--- src/rtl/inst_fetch_pkg.sv ---
`default_nettype none
// ============================================================================
//  Module   : inst_fetch_pkg
//  Purpose  : Shared definitions for the instruction fetch stage: default
//             address/data widths, the default ack timeout and the fetch
//             state encoding.
//  Contents : INST_DEPTH    default instruction address width
//             INST_WIDTH    default instruction word width
//             FETCH_TIMEOUT default ack wait limit (cycles, 1..255)
//             if_state_e    3-bit fetch state encoding
//  Revision : 1.0  initial release
// ============================================================================
package inst_fetch_pkg;

  localparam int INST_DEPTH    = 8;
  localparam int INST_WIDTH    = 16;
  localparam int FETCH_TIMEOUT = 15;

  // IF_ERR is only reachable when the ack timeout is compiled in.
  typedef enum logic [2:0] {
    IF_IDLE  = 3'd0,
    IF_REQ   = 3'd1,
    IF_DRAIN = 3'd2,
    IF_HOLD  = 3'd3,
    IF_ERR   = 3'd4
  } if_state_e;

endpackage
`default_nettype wire

--- src/rtl/inst_fetch.sv ---
`default_nettype none
// ============================================================================
//  Module   : inst_fetch
//  Purpose  : Fetch stage between the program counter and the decoder. Issues
//             a req/ack read of instruction memory at pc_addr_i, captures the
//             word in an instruction register and hands it to decode with a
//             valid/ready handshake. pc_count_o pulses once per captured word.
//             flush_i drops the IR and any in-flight word.
//  Config   : FETCH_TIMEOUT_EN - when defined, an 8-bit ack wait counter moves
//             the stage into a sticky error state after TIMEOUT wait cycles.
//             When undefined there is no counter and fetch_err_o is 0.
//  Ports    : clk           clock, rising edge
//             rst_n         asynchronous active-low reset
//             en_i          fetch enable (0 blocks new requests only)
//             flush_i       jump taken: drop IR and in-flight word
//             pc_addr_i     current PC value
//             pc_count_o    PC increment request (combinational)
//             imem_req_o    memory read request (registered)
//             imem_addr_o   memory read address (registered)
//             imem_ack_i    memory ack, rdata valid same cycle
//             imem_rdata_i  memory read data
//             ir_valid_o    IR holds a valid instruction
//             ir_data_o     instruction word
//             ir_addr_o     address of ir_data_o
//             ir_ready_i    decode accepts IR this cycle
//             fetch_err_o   sticky ack timeout flag
//  Revision : 1.0  initial release
// ============================================================================
module inst_fetch
  import inst_fetch_pkg::*;
#(
  parameter int AW      = INST_DEPTH,
  parameter int DW      = INST_WIDTH,
  parameter int TIMEOUT = FETCH_TIMEOUT
) (
  input  logic          clk,
  input  logic          rst_n,
  input  logic          en_i,
  input  logic          flush_i,
  input  logic [AW-1:0] pc_addr_i,
  output logic          pc_count_o,
  output logic          imem_req_o,
  output logic [AW-1:0] imem_addr_o,
  input  logic          imem_ack_i,
  input  logic [DW-1:0] imem_rdata_i,
  output logic          ir_valid_o,
  output logic [DW-1:0] ir_data_o,
  output logic [AW-1:0] ir_addr_o,
  input  logic          ir_ready_i,
  output logic          fetch_err_o
);

  if_state_e     state_q, state_d;

  logic          req_q,   req_d;
  logic [AW-1:0] addr_q,  addr_d;
  logic          irv_q,   irv_d;
  logic [DW-1:0] ird_q,   ird_d;
  logic [AW-1:0] ira_q,   ira_d;

  logic          timeout_hit;
  logic          capture;

`ifdef FETCH_TIMEOUT_EN
  logic [7:0]    wait_cnt_q, wait_cnt_d;
  logic          err_q, err_d;

  // Fires on the wait cycle that brings the count up to TIMEOUT.
  assign timeout_hit = !imem_ack_i && ((wait_cnt_q + 8'd1) == 8'(TIMEOUT));
`else
  logic          unused_timeout;

  assign timeout_hit    = 1'b0;
  assign unused_timeout = ^TIMEOUT;
`endif

  // --------------------------------------------------------------------------
  // State register
  // --------------------------------------------------------------------------
  always_ff @(posedge clk or negedge rst_n) begin
    if (!rst_n) begin
      state_q <= IF_IDLE;
    end else begin
      state_q <= state_d;
    end
  end

  // --------------------------------------------------------------------------
  // Next-state logic
  // --------------------------------------------------------------------------
  always_comb begin
    state_d = state_q;
    case (state_q)
      IF_IDLE: begin
        if (en_i && !flush_i) state_d = IF_REQ;
      end
      IF_REQ: begin
        // A pending read cannot be withdrawn, so a flush without ack
        // parks in DRAIN until the memory answers.
        if (imem_ack_i)       state_d = flush_i ? IF_IDLE : IF_HOLD;
        else if (timeout_hit) state_d = IF_ERR;
        else if (flush_i)     state_d = IF_DRAIN;
      end
      IF_DRAIN: begin
        if (imem_ack_i)       state_d = IF_IDLE;
        else if (timeout_hit) state_d = IF_ERR;
      end
      IF_HOLD: begin
        if (flush_i)         state_d = IF_IDLE;
        else if (ir_ready_i) state_d = en_i ? IF_REQ : IF_IDLE;
      end
      IF_ERR: begin
        state_d = IF_ERR;
      end
      default: begin
        state_d = IF_IDLE;
      end
    endcase
  end

  // --------------------------------------------------------------------------
  // Output / datapath next-value logic
  // --------------------------------------------------------------------------
  always_comb begin
    capture = (state_q == IF_REQ) && imem_ack_i && !flush_i;

    // The request line is high exactly while a read is outstanding.
    req_d  = (state_d == IF_REQ) || (state_d == IF_DRAIN);

    // A new address is taken only when a fresh read starts (from IDLE or
    // HOLD); while the read is pending the address must not move.
    addr_d = ((state_d == IF_REQ) && (state_q != IF_REQ)) ? pc_addr_i : addr_q;

    irv_d  = (state_d == IF_HOLD);
    ird_d  = capture ? imem_rdata_i : ird_q;
    ira_d  = capture ? addr_q       : ira_q;
  end

  assign pc_count_o = capture;

  always_ff @(posedge clk or negedge rst_n) begin
    if (!rst_n) begin
      req_q  <= 1'b0;
      addr_q <= '0;
      irv_q  <= 1'b0;
      ird_q  <= '0;
      ira_q  <= '0;
    end else begin
      req_q  <= req_d;
      addr_q <= addr_d;
      irv_q  <= irv_d;
      ird_q  <= ird_d;
      ira_q  <= ira_d;
    end
  end

`ifdef FETCH_TIMEOUT_EN
  // --------------------------------------------------------------------------
  // Ack wait counter and sticky error flag
  // --------------------------------------------------------------------------
  always_comb begin
    wait_cnt_d = wait_cnt_q;
    if ((state_d != state_q) && ((state_d == IF_REQ) || (state_d == IF_DRAIN))) begin
      wait_cnt_d = 8'd0;
    end else if (((state_q == IF_REQ) || (state_q == IF_DRAIN)) && !imem_ack_i) begin
      wait_cnt_d = wait_cnt_q + 8'd1;
    end
    err_d = err_q || (state_d == IF_ERR);
  end

  always_ff @(posedge clk or negedge rst_n) begin
    if (!rst_n) begin
      wait_cnt_q <= 8'd0;
      err_q      <= 1'b0;
    end else begin
      wait_cnt_q <= wait_cnt_d;
      err_q      <= err_d;
    end
  end

  assign fetch_err_o = err_q;
`else
  assign fetch_err_o = 1'b0;
`endif

  assign imem_req_o  = req_q;
  assign imem_addr_o = addr_q;
  assign ir_valid_o  = irv_q;
  assign ir_data_o   = ird_q;
  assign ir_addr_o   = ira_q;

endmodule
`default_nettype wire
--- config.mk ---
export PLATFORM = sky130hd
export DESIGN_NAME = inst_fetch
export DESIGN_NICKNAME = d
export VERILOG_FILES = /design/src/rtl/inst_fetch_pkg.sv /design/src/rtl/inst_fetch.sv
export SDC_FILE = /design/constraint.sdc
export NUM_CORES = 1
export LEC_CHECK = 0
export CAP_MARGIN = 20
export CORE_MARGIN = 10
export CORE_UTILIZATION = 42
export CTS_CLUSTER_SIZE = 12
export DETAILED_ROUTE_END_ITERATION = 7
export PLACE_DENSITY = 0.77
export SETUP_SLACK_MARGIN = 0.15
export SYNTH_ARGS = -nofsm -noshare
export SYNTH_HDL_FRONTEND = slang
export SYNTH_SLANG_ARGS = --single-unit
--- constraint.sdc ---
create_clock -name clk -period 1.8 [get_ports clk]
set_input_delay 0.27 -clock clk [delete_from_list [all_inputs] [get_ports clk]]
set_output_delay 0.27 -clock clk [all_outputs]
set_load 0.05 [all_outputs]
==> Yosys cells after proc, flatten, opt, wreduce, memory -nomap -nowiden <==
Index checks and enable logic that the tools add are counted.
{ "op_classes": {"bitwise": 0, "shift": 0, "add_sub_neg": 0, "eq_ne": 8, "n_mul": 0, "reduce_logical": 7, "div": 0, "muxes": 9, "magnitude_cmp": 0} }
{ "ops": {"columns": ["cell", "n"], "rows": [
  ["$mux W3", 6],
  ["$pmux W3 S5", 1],
  ["$eq A3 B2 Y1 const B", 4],
  ["$eq A3 B1 Y1 const B", 2],
  ["$logic_and A1 B1 Y1", 4],
  ["$eq A3 B3 Y1 const B", 1],
  ["$logic_not A3 Y1", 1],
  ["$ne A3 B1 Y1 const B", 1],
  ["$mux W2", 1],
  ["$logic_not A1 Y1", 1],
  ["$logic_or A1 B1 Y1", 1],
  ["$mux W1", 1]
]} }
{ "totals": {"memories": 0, "elab_cells": 30, "reg_bits": 37, "mem_bits_rw": 0, "mem_bits_ro": 0, "latchBits": 0, "out_inout_bits": 36} }

==> Longest topological paths before layout <==
{ "depth": {"depth_word": 6, "depth_mapped": 6, "mapped_depth_nobuf": 4} }

==> Worst setup path before layout <==
OpenSTA, ideal clock, no wires.
{ "synth_timing": {"path_kind": "flip-flop to output port", "from": "register state_q[1]", "to": "output port pc_count_o", "arrival_time_ns": 1.224, "path_slack_ns": 0.306, "path_stages_with_launch": 6, "cell_sequence": "dfrtp_1 -> buf_6 -> nor2b_4 -> nand3_4 -> buf_6 -> inv_1"} }
{ "synth_via": {"elab_chain_cells": 3} }
{ "synth_lines": {"columns": ["element", "line", "text"], "rows": [
  ["start, declared", "inst_fetch.sv:53", "if_state_e state_q, state_d;"],
  ["start signal, assigned", "inst_fetch.sv:84", "state_q <= state_d;"],
  ["$eq A3 B1 Y1", "inst_fetch.sv:125", "capture = (state_q == IF_REQ) && imem_ack_i && !flush_i;"],
  ["$logic_and A1 B1 Y1 (2 in series)", "inst_fetch.sv:125", null],
  ["end, declared", "inst_fetch.sv:41", "output logic pc_count_o,"]
]} }
No other way between the ends.

==> Worst setup path in the final report <==
{ "layout_timing": {"from": "input port imem_ack_i", "to": "output port pc_count_o"} }
{ "layout_via": {"elab_chain_cells": 2} }
{ "layout_lines": {"columns": ["element", "line", "text"], "rows": [
  ["start, declared", "inst_fetch.sv:44", "input logic imem_ack_i,"],
  ["$logic_and A1 B1 Y1 (2 in series)", "inst_fetch.sv:125", null]
]} }
No other way between the ends.

==> run_results.csv <==
group,metric,value,unit
run_status,run_status,"finished, final reports clean",
sta,skew,0.00403,ns
placed_design,hpwl,3.08,mm
logic_synthesis,ys_warn_count,0,
detailed_routing,drt_iter0_markers,41,
worst_setup_path,cp_slowest_cell,"clkdlybuf4s50_1",
finish,drive_gt1_share,37.5,%
global_route,grt_use_met1,13.5,%
sta,relSlewSlack,46.5,%
pwr,pwr_density_cell,1930,nW/um2
detailed_routing,ant_nets,0,
global_route,gr-max-usage-layer,"met2",
sta,setup_ws,0.198,ns
sta,finalSetupTns,0,ns
flow_run,maxCapViolCount,0,
worst_setup_path,endpoint_kind,"primary output",
detailed_routing,vias,1037,
detailed_routing,wl_per_cell,18.2,um
finish,finalInstanceArea,2350,um2
worst_setup_path,worstPathCellList,"clkdlybuf4s50_1 > nor2b_4 > nand3_4 > inv_2 > buf_12",
sta,tightestPinTransition,0.802,ns
logic_synthesis,synth_top_family_by_area,"multiplexers",
finish,utilization,64.3,%
sta,timing.fmax,624,MHz
global_route,grtUsageTotal,11.7,%
finish,nFillCells,292,
global_route,grt_use_met2,19.6,%
clock_network,clock_latency,0.28,ns
logic_synthesis,syn_area,1590,um2
finish,final_cell_mix,"36 x dfrtp_1, 28 x clkdlybuf4s50_1, 27 x mux2_4",
logic_synthesis,synth_xor_area_share,0.551,%
logic_synthesis,yosysSeqAreaShare,58.2,%
worst_setup_path,arrival,1.33,ns
worst_setup_path,cp_max_fo,4,
placed_design,placed_area,2260,um2
worst_hold_path,min-delay-path-class,"primary input to asynchronous set/reset pin",
sta,drv_slew,0,
clock_network,cts_buffer_depth,2,
worst_setup_path,worstSetupPathType,"primary input to primary output",
clock_network,cts_tree,"yes",
logic_synthesis,synth_nets,128,
detailed_routing,dr.pass1.iters,4,
pwr,p_leak,1.18,nW
clock_network,htreeDepth,2,
floorplan,initial_core_util,43.4,%
worst_setup_path,path_buf_inv,3,
floorplan,die_area,6650,um2
logic_synthesis,postSynthAreaPerCell,16.2,um2
logic_synthesis,yosys.area_share.simple,5.11,%
clock_network,cts_buffers,5,
clock_network,cts_sinks,37,
logic_synthesis,synthMuxAreaShare,29.0,%
worst_setup_path,start_kind,"primary input",
worst_setup_path,crit_family,"buffers and inverters",
global_route,overflow,0,
floorplan,core-area,3660,um2
sta,post-route-period-util,89.0,%
sta,rsz0062_at_grt,"no",
logic_synthesis,synthCells,98,
clock_network,cts_root_buf,"clkbuf_8",
logic_synthesis,synth-compound-area-share,2.28,%
detailed_routing,wl,3.93,mm
logic_synthesis,synthAdderAreaFrac,0,%
logic_synthesis,synth.distinct_cells,22,
finish,diodes,0,
detailed_routing,vias_per_cell,4.80,
global_route,grt_antenna_before_repair,0,
finish,finish.net_count,197,
worst_setup_path,cp_data_required_time,1.53,ns
clock_network,ctsHoldBuffers,0,
placed_design,routabilityCongestion,0.759,
global_route,met3_usage,4.91,%
floorplan,rows,22,
placed_design,portBuffers,64,
sta,min_period,1.60,ns
sta,hold_slack,0.0678,ns
global_route,grt_pass1_wl,6.00,mm
placed_design,post-place-ws,-0.0173,ns
clock_network,path_clk_slew,0.07,ns
logic_synthesis,ys_ff_latch,37,
sta,final_hold_viol_count,0,
sta,finalSetupViolCount,0,
finish,final_common_cell,"dfrtp_1",
worst_setup_path,max_stage_delay,0.51,ns
detailed_routing,route.detailed.drc,0,
finish,syn2layout_area_growth,48.1,%
floorplan,die-width,81.5,um
pwr,peakVddDrop,0.838,mV
floorplan,die_h,81.5,um
floorplan,num_io_pins,66,
global_route,first_global_vias,1128,
global_route,grt_max_degree,38,
## metrics by stage
stage	power, mW	cells
6_report	4.54	216
3_3_place_gp	3.96	208
5_1_grt	4.73	216
2_1_floorplan	3.13	98
3_5_place_dp	4.00	208
4_1_cts	4.59	216
## cell families after synthesis
family,after synthesis
flip-flops,37
multiplexers,32
AND/OR/NAND/NOR,12
buffers and inverters,10
AO/OA/AOI/OAI,5
XOR/XNOR,1
other,1
## where the power goes
group | total [mW] | switching, mW | internal (mW)
registers | 1.40 | 0.220 | 1.18
logic | 2.40 | 1.55 | 0.850
clock network | 0.735 | 0.283 | 0.452
total | 4.54 | 2.06 | 2.48
## per-layer routing
layer | up-vias | part of all wire, %
met5 | - | 0
met4 | 0 | 1.8
met3 | 7 | 8.8
met2 | 46 | 49
met1 | 516 | 40
li1 | 468 | -
## timing repair
action | in CTS | in global routing
setup endpoints to repair | 22 | 1
resized for setup | 22 | 2
pin swaps | 0 | 0
buffers inserted | 0 | 0
## synth_stat cells (all sizes together)
cell type / number / area share (%)
nor2b: 3 / 1.7
nand2: 2 / 0.47
a21oi: 1 / 0.31
conb: 1 / 0.24
nor3b: 1 / 0.47
nor2: 3 / 0.71
o21bai: 1 / 0.47
mux2: 32 / 29
xnor2: 1 / 0.55
inv: 4 / 0.94
dfrtp: 37 / 58
a311o: 1 / 0.63
buf: 6 / 3.6
o21ai: 1 / 0.31
o221ai: 1 / 0.55
and3: 1 / 0.39
nand3: 2 / 1.4
## area by class of cell
type	count	area (um2)	area share (%)
Multi-Input combinational cell	51	594	25.2
Clock buffer	7	86.3	3.67
Sequential cell	37	927	39.4
Tap cell	48	60.1	2.55
Timing Repair Buffer	68	642	27.3
Clock inverter	1	30.0	1.28
Inverter	4	15.0	0.638
## path summary, 6_finish.rpt
check                              from        endpoint  slack, ns  depth (start not counted)
setup / recovery             imem_ack_i      pc_count_o       0.20                          5
hold / removal                    rst_n   ir_data_o[10]       0.07                          1
setup reg to reg             state_q[0]  imem_addr_o[7]       0.32                          5
hold reg to reg            ir_data_o[2]    ir_data_o[2]       0.51                          1
max in group asynchronous         rst_n      state_q[1]       1.18                          1
min in group clk           ir_data_o[2]    ir_data_o[2]       0.51                          1
## flip-flops by register name, indices dropped and copies added, names as in the netlist
| signal | flops |
|---|---|
| imem_addr_o | 8 |
| ir_addr_o | 8 |
| ir_data_o | 16 |
| ir_valid_o | 1 |
| imem_req_o | 1 |
| state_q | 3 |
Power figures use the tool's default switching activity.
